## src/rtl/fp_add_operand_aligner.sv

```systemverilog
// Two-stage FP32 adder front end: classify both operands, order them by magnitude,
// and right-align the smaller significand with guard/round/sticky bits.
module fp_add_operand_aligner #(
    parameter int GRS_W = 3
) (
    input  logic              clk,
    input  logic              rst,
    input  logic              in_valid,
    output logic              in_ready,
    input  logic [31:0]       op_a,
    input  logic [31:0]       op_b,
    output logic              out_valid,
    input  logic              out_ready,
    output logic              sign_big,
    output logic              sign_small,
    output logic              eff_sub,
    output logic [7:0]        exp_big,
    output logic [24+GRS_W-1:0] mant_big,
    output logic [24+GRS_W-1:0] mant_small,
    output logic              out_nan,
    output logic              out_inf,
    output logic              inf_sign
);
    localparam int W = 24 + GRS_W;

    logic        v1;
    logic        adv1, adv2;

    logic        s_a, s_b;
    logic [7:0]  e_a, e_b;
    logic [22:0] f_a, f_b;
    logic [23:0] sig_a, sig_b;
    logic        nan_a, nan_b, inf_a, inf_b;
    logic        a_big;
    logic        nan_in, inf_in;

    logic        s1_sign_big, s1_sign_small, s1_eff_sub;
    logic [7:0]  s1_exp_big, s1_diff;
    logic [23:0] s1_sig_big, s1_sig_small;
    logic        s1_nan, s1_inf, s1_inf_sign;

    logic [W-1:0] full, shifted, mask, aligned;
    logic         sticky;

    assign adv2     = !out_valid || out_ready;
    assign adv1     = !v1 || adv2;
    assign in_ready = adv1;

    // Denormals are flushed: exponent 0 forces the significand (and fraction) to 0.
    assign s_a   = op_a[31];
    assign s_b   = op_b[31];
    assign e_a   = op_a[30:23];
    assign e_b   = op_b[30:23];
    assign f_a   = (e_a == 8'd0) ? 23'd0 : op_a[22:0];
    assign f_b   = (e_b == 8'd0) ? 23'd0 : op_b[22:0];
    assign sig_a = (e_a == 8'd0) ? 24'd0 : {1'b1, f_a};
    assign sig_b = (e_b == 8'd0) ? 24'd0 : {1'b1, f_b};

    assign nan_a  = (&e_a) && (|f_a);
    assign nan_b  = (&e_b) && (|f_b);
    assign inf_a  = (&e_a) && !(|f_a);
    assign inf_b  = (&e_b) && !(|f_b);
    assign nan_in = nan_a || nan_b || (inf_a && inf_b && (s_a != s_b));
    assign inf_in = !nan_in && (inf_a || inf_b);

    assign a_big = {e_a, f_a} >= {e_b, f_b};

    always_ff @(posedge clk) begin
        if (rst) begin
            v1            <= 1'b0;
            s1_sign_big   <= 1'b0;
            s1_sign_small <= 1'b0;
            s1_eff_sub    <= 1'b0;
            s1_exp_big    <= 8'd0;
            s1_diff       <= 8'd0;
            s1_sig_big    <= 24'd0;
            s1_sig_small  <= 24'd0;
            s1_nan        <= 1'b0;
            s1_inf        <= 1'b0;
            s1_inf_sign   <= 1'b0;
        end else if (adv1) begin
            v1 <= in_valid;
            if (in_valid) begin
                s1_sign_big   <= a_big ? s_a : s_b;
                s1_sign_small <= a_big ? s_b : s_a;
                s1_eff_sub    <= s_a ^ s_b;
                s1_exp_big    <= a_big ? e_a : e_b;
                s1_diff       <= a_big ? (e_a - e_b) : (e_b - e_a);
                s1_sig_big    <= a_big ? sig_a : sig_b;
                s1_sig_small  <= a_big ? sig_b : sig_a;
                s1_nan        <= nan_in;
                s1_inf        <= inf_in;
                s1_inf_sign   <= inf_in && (inf_a ? s_a : s_b);
            end
        end
    end

    // Shifts of W or more leave only the sticky bit, set if anything was nonzero.
    always_comb begin
        full    = {s1_sig_small, {GRS_W{1'b0}}};
        shifted = '0;
        mask    = '0;
        sticky  = 1'b0;
        aligned = '0;
        if (int'(s1_diff) >= W) begin
            aligned = {{(W-1){1'b0}}, (s1_sig_small != 24'd0)};
        end else begin
            shifted = full >> s1_diff;
            mask    = (W'(1) << s1_diff) - W'(1);
            sticky  = |(full & mask);
            aligned = shifted | {{(W-1){1'b0}}, sticky};
        end
    end

    always_ff @(posedge clk) begin
        if (rst) begin
            out_valid  <= 1'b0;
            sign_big   <= 1'b0;
            sign_small <= 1'b0;
            eff_sub    <= 1'b0;
            exp_big    <= 8'd0;
            mant_big   <= '0;
            mant_small <= '0;
            out_nan    <= 1'b0;
            out_inf    <= 1'b0;
            inf_sign   <= 1'b0;
        end else if (adv2) begin
            out_valid <= v1;
            if (v1) begin
                sign_small <= s1_sign_small;
                eff_sub    <= s1_eff_sub;
                out_nan    <= s1_nan;
                out_inf    <= s1_inf;
                inf_sign   <= s1_inf_sign;
                if (s1_nan || s1_inf) begin
                    sign_big   <= s1_inf ? s1_inf_sign : 1'b0;
                    exp_big    <= 8'hFF;
                    mant_big   <= '0;
                    mant_small <= '0;
                end else begin
                    sign_big   <= s1_sign_big;
                    exp_big    <= s1_exp_big;
                    mant_big   <= {s1_sig_big, {GRS_W{1'b0}}};
                    mant_small <= aligned;
                end
            end
        end
    end
endmodule

```

## config.mk

```make
export PLATFORM = sky130hd
export DESIGN_NAME = fp_add_operand_aligner
export DESIGN_NICKNAME = d
export VERILOG_FILES = /design/src/rtl/fp_add_operand_aligner.sv
export SDC_FILE = /design/constraint.sdc
export NUM_CORES = 1
export LEC_CHECK = 0
export CAP_MARGIN = 40
export CELL_PAD_IN_SITES_DETAIL_PLACEMENT = 0
export CELL_PAD_IN_SITES_GLOBAL_PLACEMENT = 1
export CORE_AREA = 3 3 170 172
export DETAILED_ROUTE_END_ITERATION = 6
export DIE_AREA = 0 0 173 175
export PLACE_DENSITY = 0.78
export SYNTH_ARGS = -nofsm -noshare
export SYNTH_HDL_FRONTEND = slang
export SYNTH_SLANG_ARGS = --single-unit
```

## constraint.sdc

```tcl
create_clock -name clk -period 5.9 [get_ports clk]
set_input_delay 1.18 -clock clk [delete_from_list [all_inputs] [get_ports clk]]
set_output_delay 1.18 -clock clk [all_outputs]
set_load 0.05 [all_outputs]
```

==> flow_metrics.py, run 1 <==
metrics = {
    "cts": {
        "ctsHtreeMaxLevel": 4,
        "cts_setup_buffers": 0,
        "numClockSinks": 137,
        "cts_tree": "done",
        "cts_buffers": 17,
        "cts_resized": 0,
        "insertion_delay_ns": 0.43,
        "clk_path_buf_depth": 2,
        "cts-root-buf": "clkbuf_16",
        "hold_buffers": 0,
        "clk_pin_slew_ns": 0.07,
    },
    "worst_setup_path": {
        "start_kind": "primary input",
        "end_kind": "flop",
        "crit_required_ns": 6.23,
        "arrival_ns": 4.95,
        "crit_fanout": 31,
        "r2r_slack_ns": 2.96,
        "timing_worst_setup_path_type": "primary input to flop",
    },
    "timing": {
        "period_share": 0.782,
        "finalHoldViolations": 0,
        "fin_crit_ns": 4.62,
        "relSlewSlack": 0.420,
        "setup_tns_ns": 0,
        "whs_ns": 0.452,
        "skew_ns": 0.0155,
        "maxSlewViolCount": 0,
        "setup_viol": 0,
        "rsz0062_at_grt": "false",
        "worstMarginPinSlew_ns": 0.871,
        "max_freq_mhz": 217,
    },
    "cells_and_area": {
        "final_core_util": 0.405,
        "diodes": 0,
        "final_cells": 1605,
        "fillers": 2865,
        "drive_gt1_frac": 0.101,
        "area_delta_synth_final_pct": 23.3,
        "fin_nets": 1323,
    },
    "power": {
        "swShare": 0.343,
        "seq_power_share": 0.358,
        "p_int_uw": 1920,
        "power-per-cell-area_mw_per_mm2": 261,
        "power.leakage_uw": 0.00412,
        "vdd_drop_max_mv": 0.136,
        "switchingPower_uw": 1000,
        "p_comb_frac": 0.265,
        "clockPowerShare": 0.377,
    },
    "synthesis": {
        "ys_async_sr_fraction": 0,
        "synth-seq-cells": 137,
        "ys.flop_type": "dfxtp_1",
        "yosysWarningCount": 0,
        "yosysSeqAreaShare": 0.302,
        "avgSynthCellArea_um2": 7.95,
        "synth.distinct_cells": 74,
        "yosys.area.top_type": "dfxtp_1",
        "synth_area_leaders": "dfxtp_1 30%, nor2_1 6.5%, ha_1 5.2%",
        "synth_edf_count": 0,
        "syn-cell-area_mm2": 0.00908,
        "yosys.area.top_type_share": 0.302,
        "synthCells": 1142,
    },
    "placed_design": {
        "finalWeightedCongestion": 0.850,
        "io_buffers": 134,
        "dp_cells": 1574,
        "hpwl_mm": 21.6,
    },
    "routing": {
        "dr.pass1.iters": 7,
        "dr_total_vias": 8920,
        "wire_per_inst_um": 18.5,
        "avgViaCountPerCell": 5.56,
        "routed-wl-met2_mm": 13.3,
        "postRouteAntennaNets": 0,
        "wl_met3_mm": 1.87,
        "wl_met1_mm": 13.9,
        "routed_wl_mm": 29.7,
        "routed.top_layer": "met4",
        "drc": 0,
        "drt_iter0_markers": 811,
    },
    "floorplanning": {
        "die_w_um": 173,
        "core_mm2": 0.0276,
        "die_y_um": 175,
        "core.rowCount": 61,
        "start_util": 0.329,
        "dieArea_mm2": 0.0303,
        "pin_count": 138,
    },
    "grt": {
        "grt_max_degree": 82,
        "grt_pass1_wl_mm": 46.4,
        "overflow": 0,
        "grt_usage": 0.190,
        "grt_antenna_before_repair": 0,
        "grt_pass1_vias": 8314,
    },
    "min_path": {
        "hp-class": "flop to flop",
    },
    "job": {
        "maxCapViolations": 0,
    },
    "status": {
        "status": "completed",
    },
}
-- placed cells by master, fill, tap and decap left out, types with 13 or more instances in the layout --
cell type,synthesis,final
clkdlybuf4s50_1,0,133
nor2_1,157,157
mux4_2,13,13
inv_1,29,29
nor4_1,22,22
o21ai_0,60,60
nand3_1,50,50
a311oi_2,18,18
dfxtp_1,137,137
a311oi_1,32,32
nor3_1,27,26
mux2i_1,28,28
nand2_1,113,113
ha_1,38,38
a22oi_1,39,39
a21oi_1,48,48
clkbuf_16,0,17
a211oi_1,21,21
nand4_1,15,15
buf_4,11,16
and2_1,28,28
or2_2,20,20
-- kinds of logic (layout without fill, tap and decap cells) --
group,Yosys count,count (layout),synth area share
adders and majority gates,40,40,0.0568
and+or+nand+nor,484,484,0.256
other,1,3,0.000413
buffers and inverters,130,213,0.0653
muxes,52,52,0.0768
xor gates and xnor gates,1,1,0.000965
DFF,137,137,0.302
AOI/OAI and AO/OA,297,297,0.241
-- layout make-up --
class / instances / area [µm²] / area share
clock buffer: 18 / 429 / 0.0383
clock inverter: 13 / 161 / 0.0144
inverter: 30 / 113 / 0.0101
multi-input combinational: 877 / 5760 / 0.514
sequential: 137 / 2740 / 0.245
tap: 378 / 473 / 0.0422
timing repair buffer: 152 / 1520 / 0.136
-- sequential cells by signal, summed over array words and instances (netlist names), 8 cells and up --
signal	cells
mant_big	24
s1_diff	8
mant_small	27
s1_exp_big	8
s1_sig_big	24
exp_big	8
s1_sig_small	24
-- routing by layer --
layer	vias to the layer above	global-route usage
met5	-	0
met4	0	0.0578
met3	35	0.0309
met2	342	0.300
met1	4204	0.266
li1	4339	-
-- critical path, stage by stage --
cell and delay [ns]:
clkdlybuf4s50_1 0.48, nor4_1 0.36, nand2_1 0.11, buf_4 0.24, and2_1 0.23, ha_1 0.34
a21oi_1 0.14, o21ai_0 0.09, a22oi_1 0.32, nand3_1 0.26, nor2_8 0.53, buf_4 0.28
nand3_1 0.09, a311oi_1 0.28
-- stage by stage --
stage	power, µW	worst slack, ns	area, µm²
after floorplan	1600	1.96	9090
after global placement	1830	0.938	10600
after detailed placement	1830	0.836	10600
after CTS	2940	1.29	11200
after global routing	3060	0.923	11200
final	2920	1.28	11200
-- synthesized netlist by cell type (all sizes together) (24+ instances only) --
master / instances
a21oi: 48
a22oi: 39
a311oi: 50
and2: 29
buf: 33
clkbuf: 67
dfxtp: 137
ha: 38
inv: 30
mux2i: 28
nand2: 113
nand3: 50
nor2: 158
nor3: 28
nor4: 24
o21ai: 63
or2: 26
-- final timing paths --
kind | start | to | depth (start not counted)
setup / recovery | op_a[27] | s1_sig_big[4] | 14
setup reg to reg | s1_diff[0] | mant_small[6] | 8
hold / removal | s1_sign_small | sign_small | 2
hold reg to reg | s1_sign_small | sign_small | 2
-- power by group through the flow --
stage / Clock [µW] / Sequential [µW] / Combinational [µW]
2_1_floorplan: 0 / 1090 / 513
3_3_place_gp: 0 / 1060 / 764
3_5_place_dp: 0 / 1070 / 768
4_1_cts: 1120 / 1050 / 772
5_1_grt: 1160 / 1050 / 846
6_report: 1100 / 1050 / 776
No activity file was read; power rests on OpenSTA's default activity.
==> run 2: changes to the inputs <==
==> constraint.sdc (replaced) <==
create_clock -name clk -period 4.6 [get_ports clk]
set_input_delay 0.92 -clock clk [delete_from_list [all_inputs] [get_ports clk]]
set_output_delay 0.92 -clock clk [all_outputs]
set_load 0.05 [all_outputs]
==> run 2 against run 1 <==
Net effect:
- first-iteration DRC count decreased by 19%
- largest power group unchanged
- via count decreased by 0.37%
- largest cell class unchanged
- final area increased by 1.3%
- global-route usage increased by 0.27 points
==> flow_metrics.py, run 2 (same netlist as run 1, synthesis figures left out) <==
metrics = {
    "routing": {
        "avgViaCountPerCell": 5.48,
        "routed_wl_mm": 29.9,
        "drc": 0,
        "postRouteAntennaNets": 0,
        "dr.pass1.iters": 5,
        "wire_per_inst_um": 18.5,
        "drt_iter0_markers": 660,
        "dr_total_vias": 8887,
    },
    "power": {
        "seq_power_share": 0.362,
        "power_uw": 3740,
        "clockPowerShare": 0.369,
        "power-per-cell-area_mw_per_mm2": 329,
        "swShare": 0.340,
        "vdd_drop_max_mv": 0.188,
        "p_int_uw": 2470,
        "switchingPower_uw": 1270,
        "power.leakage_uw": 0.00421,
        "p_comb_frac": 0.269,
    },
    "worst_setup_path": {
        "start_kind": "primary input",
        "r2r_slack_ns": 1.85,
        "worstSetupEndpoint": "s1_diff[7]",
        "worstReg2RegStart": "s1_diff[3]",
        "rr_worst_depth": 5,
        "timing_worst_setup_path_type": "primary input to flop",
        "arrival_ns": 4.55,
        "crit_fanout": 28,
        "critPathLaunch": "op_a[24]",
        "end_kind": "flop",
        "timing.rr.end": "mant_small[10]",
        "crit_required_ns": 4.91,
    },
    "floorplanning": {
        "start_util": 0.329,
        "pin_count": 138,
        "die_w_um": 173,
        "die_y_um": 175,
        "core.rowCount": 61,
        "core_mm2": 0.0276,
        "dieArea_mm2": 0.0303,
    },
    "cts": {
        "cts_tree": "done",
        "insertion_delay_ns": 0.43,
        "ctsHtreeMaxLevel": 4,
        "numClockSinks": 137,
        "cts_resized": 0,
        "cts_setup_buffers": 0,
        "hold_buffers": 0,
        "cts-root-buf": "clkbuf_16",
        "clk_path_buf_depth": 2,
        "cts_buffers": 17,
        "clk_pin_slew_ns": 0.06,
    },
    "grt": {
        "use_met1": 0.269,
        "grt_usage": 0.192,
        "top_usage_layer": "met2",
        "overflow": 0,
        "grt_antenna_before_repair": 0,
        "grt_pass1_wl_mm": 47.5,
        "grt_pass1_vias": 8529,
        "grt_max_degree": 78,
        "gr-usage-met3": 0.0343,
        "gr-usage-met2": 0.305,
    },
    "cells_and_area": {
        "drive_gt1_frac": 0.113,
        "largest-register": "mant_small",
        "final_core_util": 0.411,
        "fin_nets": 1340,
        "diodes": 0,
        "final_cell_area_mm2": 0.0113,
        "area_delta_synth_final_pct": 25.0,
        "final_common_cell": "nor2_1",
        "fillers": 2847,
        "layout_common_cells": "157 x nor2_1, 137 x dfxtp_1, 133 x clkdlybuf4s50_1",
        "largest_register_ffs": 27,
    },
    "timing": {
        "finalWorstSetupSlack_ns": 0.362,
        "period_share": 0.921,
        "maxSlewViolCount": 0,
        "fin_crit_ns": 4.24,
        "rsz0062_at_grt": "false",
        "max_freq_mhz": 236,
        "worstMarginPinSlew_ns": 0.804,
        "setup_viol": 0,
        "relSlewSlack": 0.460,
        "finalHoldViolations": 0,
        "skew_ns": 0.0145,
    },
    "job": {
        "maxCapViolations": 0,
    },
    "placed_design": {
        "placed_area_mm2": 0.0108,
        "hpwl_mm": 21.9,
        "dpl_worst_slack_ns": -0.0742,
        "io_buffers": 134,
        "finalWeightedCongestion": 0.906,
    },
    "min_path": {
        "hp-class": "flop to flop",
    },
    "status": {
        "status": "completed",
    },
}
==> run 2: cell types whose count changed in the layout (fill, tap and decap cells not counted) <==
cell        previous run  this run
clkinvlp_4             2         1
clkinv_4               2         5
inv_6                  4         3
buf_4                 16        30
buf_8                  0         1
inv_8                  3         0
buf_12                 2         4
clkinv_2               0         2
==> run 2: critical path: stages <==
cell	delay, ns
clkdlybuf4s50_1	0.42
nor4_1	0.33
nand2_1	0.15
buf_4	0.25
and2_1	0.24
ha_1	0.33
a21oi_1	0.15
o21ai_0	0.12
a22oi_1	0.39
nand3_1	0.28
buf_4	0.31
nor3_1	0.29
nor3_1	0.08
o31a_1	0.27
==> run 2: power groups by stage <==
| stage | clock network, µW | logic, µW | registers (µW) |
|---|---|---|---|
| final | 1380 | 1010 | 1350 |
| after floorplan | 0 | 659 | 1390 |
| after detailed placement | 0 | 996 | 1370 |
| after global placement | 0 | 985 | 1380 |
| after CTS | 1400 | 1000 | 1350 |
| after global routing | 1450 | 1100 | 1360 |
==> run 2: layout make-up <==
class / instances / area, µm² / area share
multi-input combinational: 877 / 5760 / 0.508
timing repair buffer: 169 / 1680 / 0.148
inverter: 30 / 113 / 0.00993
clock buffer: 18 / 429 / 0.0378
tap: 378 / 473 / 0.0417
clock inverter: 13 / 148 / 0.0130
sequential: 137 / 2740 / 0.242
==> run 2: stage by stage <==
| stage | cells | hold slack [ns] | TNS [ns] |
|---|---|---|---|
| CTS | 1622 | 0.460 | 0 |
| global route | 1622 | 0.486 | 0 |
| finish | 1622 | 0.457 | 0 |
| floorplan | 1144 | 0.432 | 0 |
| detailed placement | 1591 | 0.451 | -0.0742 |
| global placement | 1589 | 0.445 | -0.112 |
==> run 2: how the worst min path moves through the flow <==
stage / startpoint / endpoint / slack, ns / cells after the start
floorplan: s1_eff_sub / eff_sub / 0.43 / 2
global placement: mant_small[6] / mant_small[6] / 0.45 / 2
detailed placement: mant_small[6] / mant_small[6] / 0.45 / 2
CTS: sign_small / sign_small / 0.46 / 2
global route: eff_sub / eff_sub / 0.49 / 2
finish: sign_small / sign_small / 0.46 / 2
==> run 2: routing by layer <==
metal	vias to the layer above	wire, µm	share of wire
met5	-	0	0
met3	48	1550	0.052
met4	0	567	0.019
met1	4174	14300	0.48
li1	4380	-	-
met2	285	13500	0.45
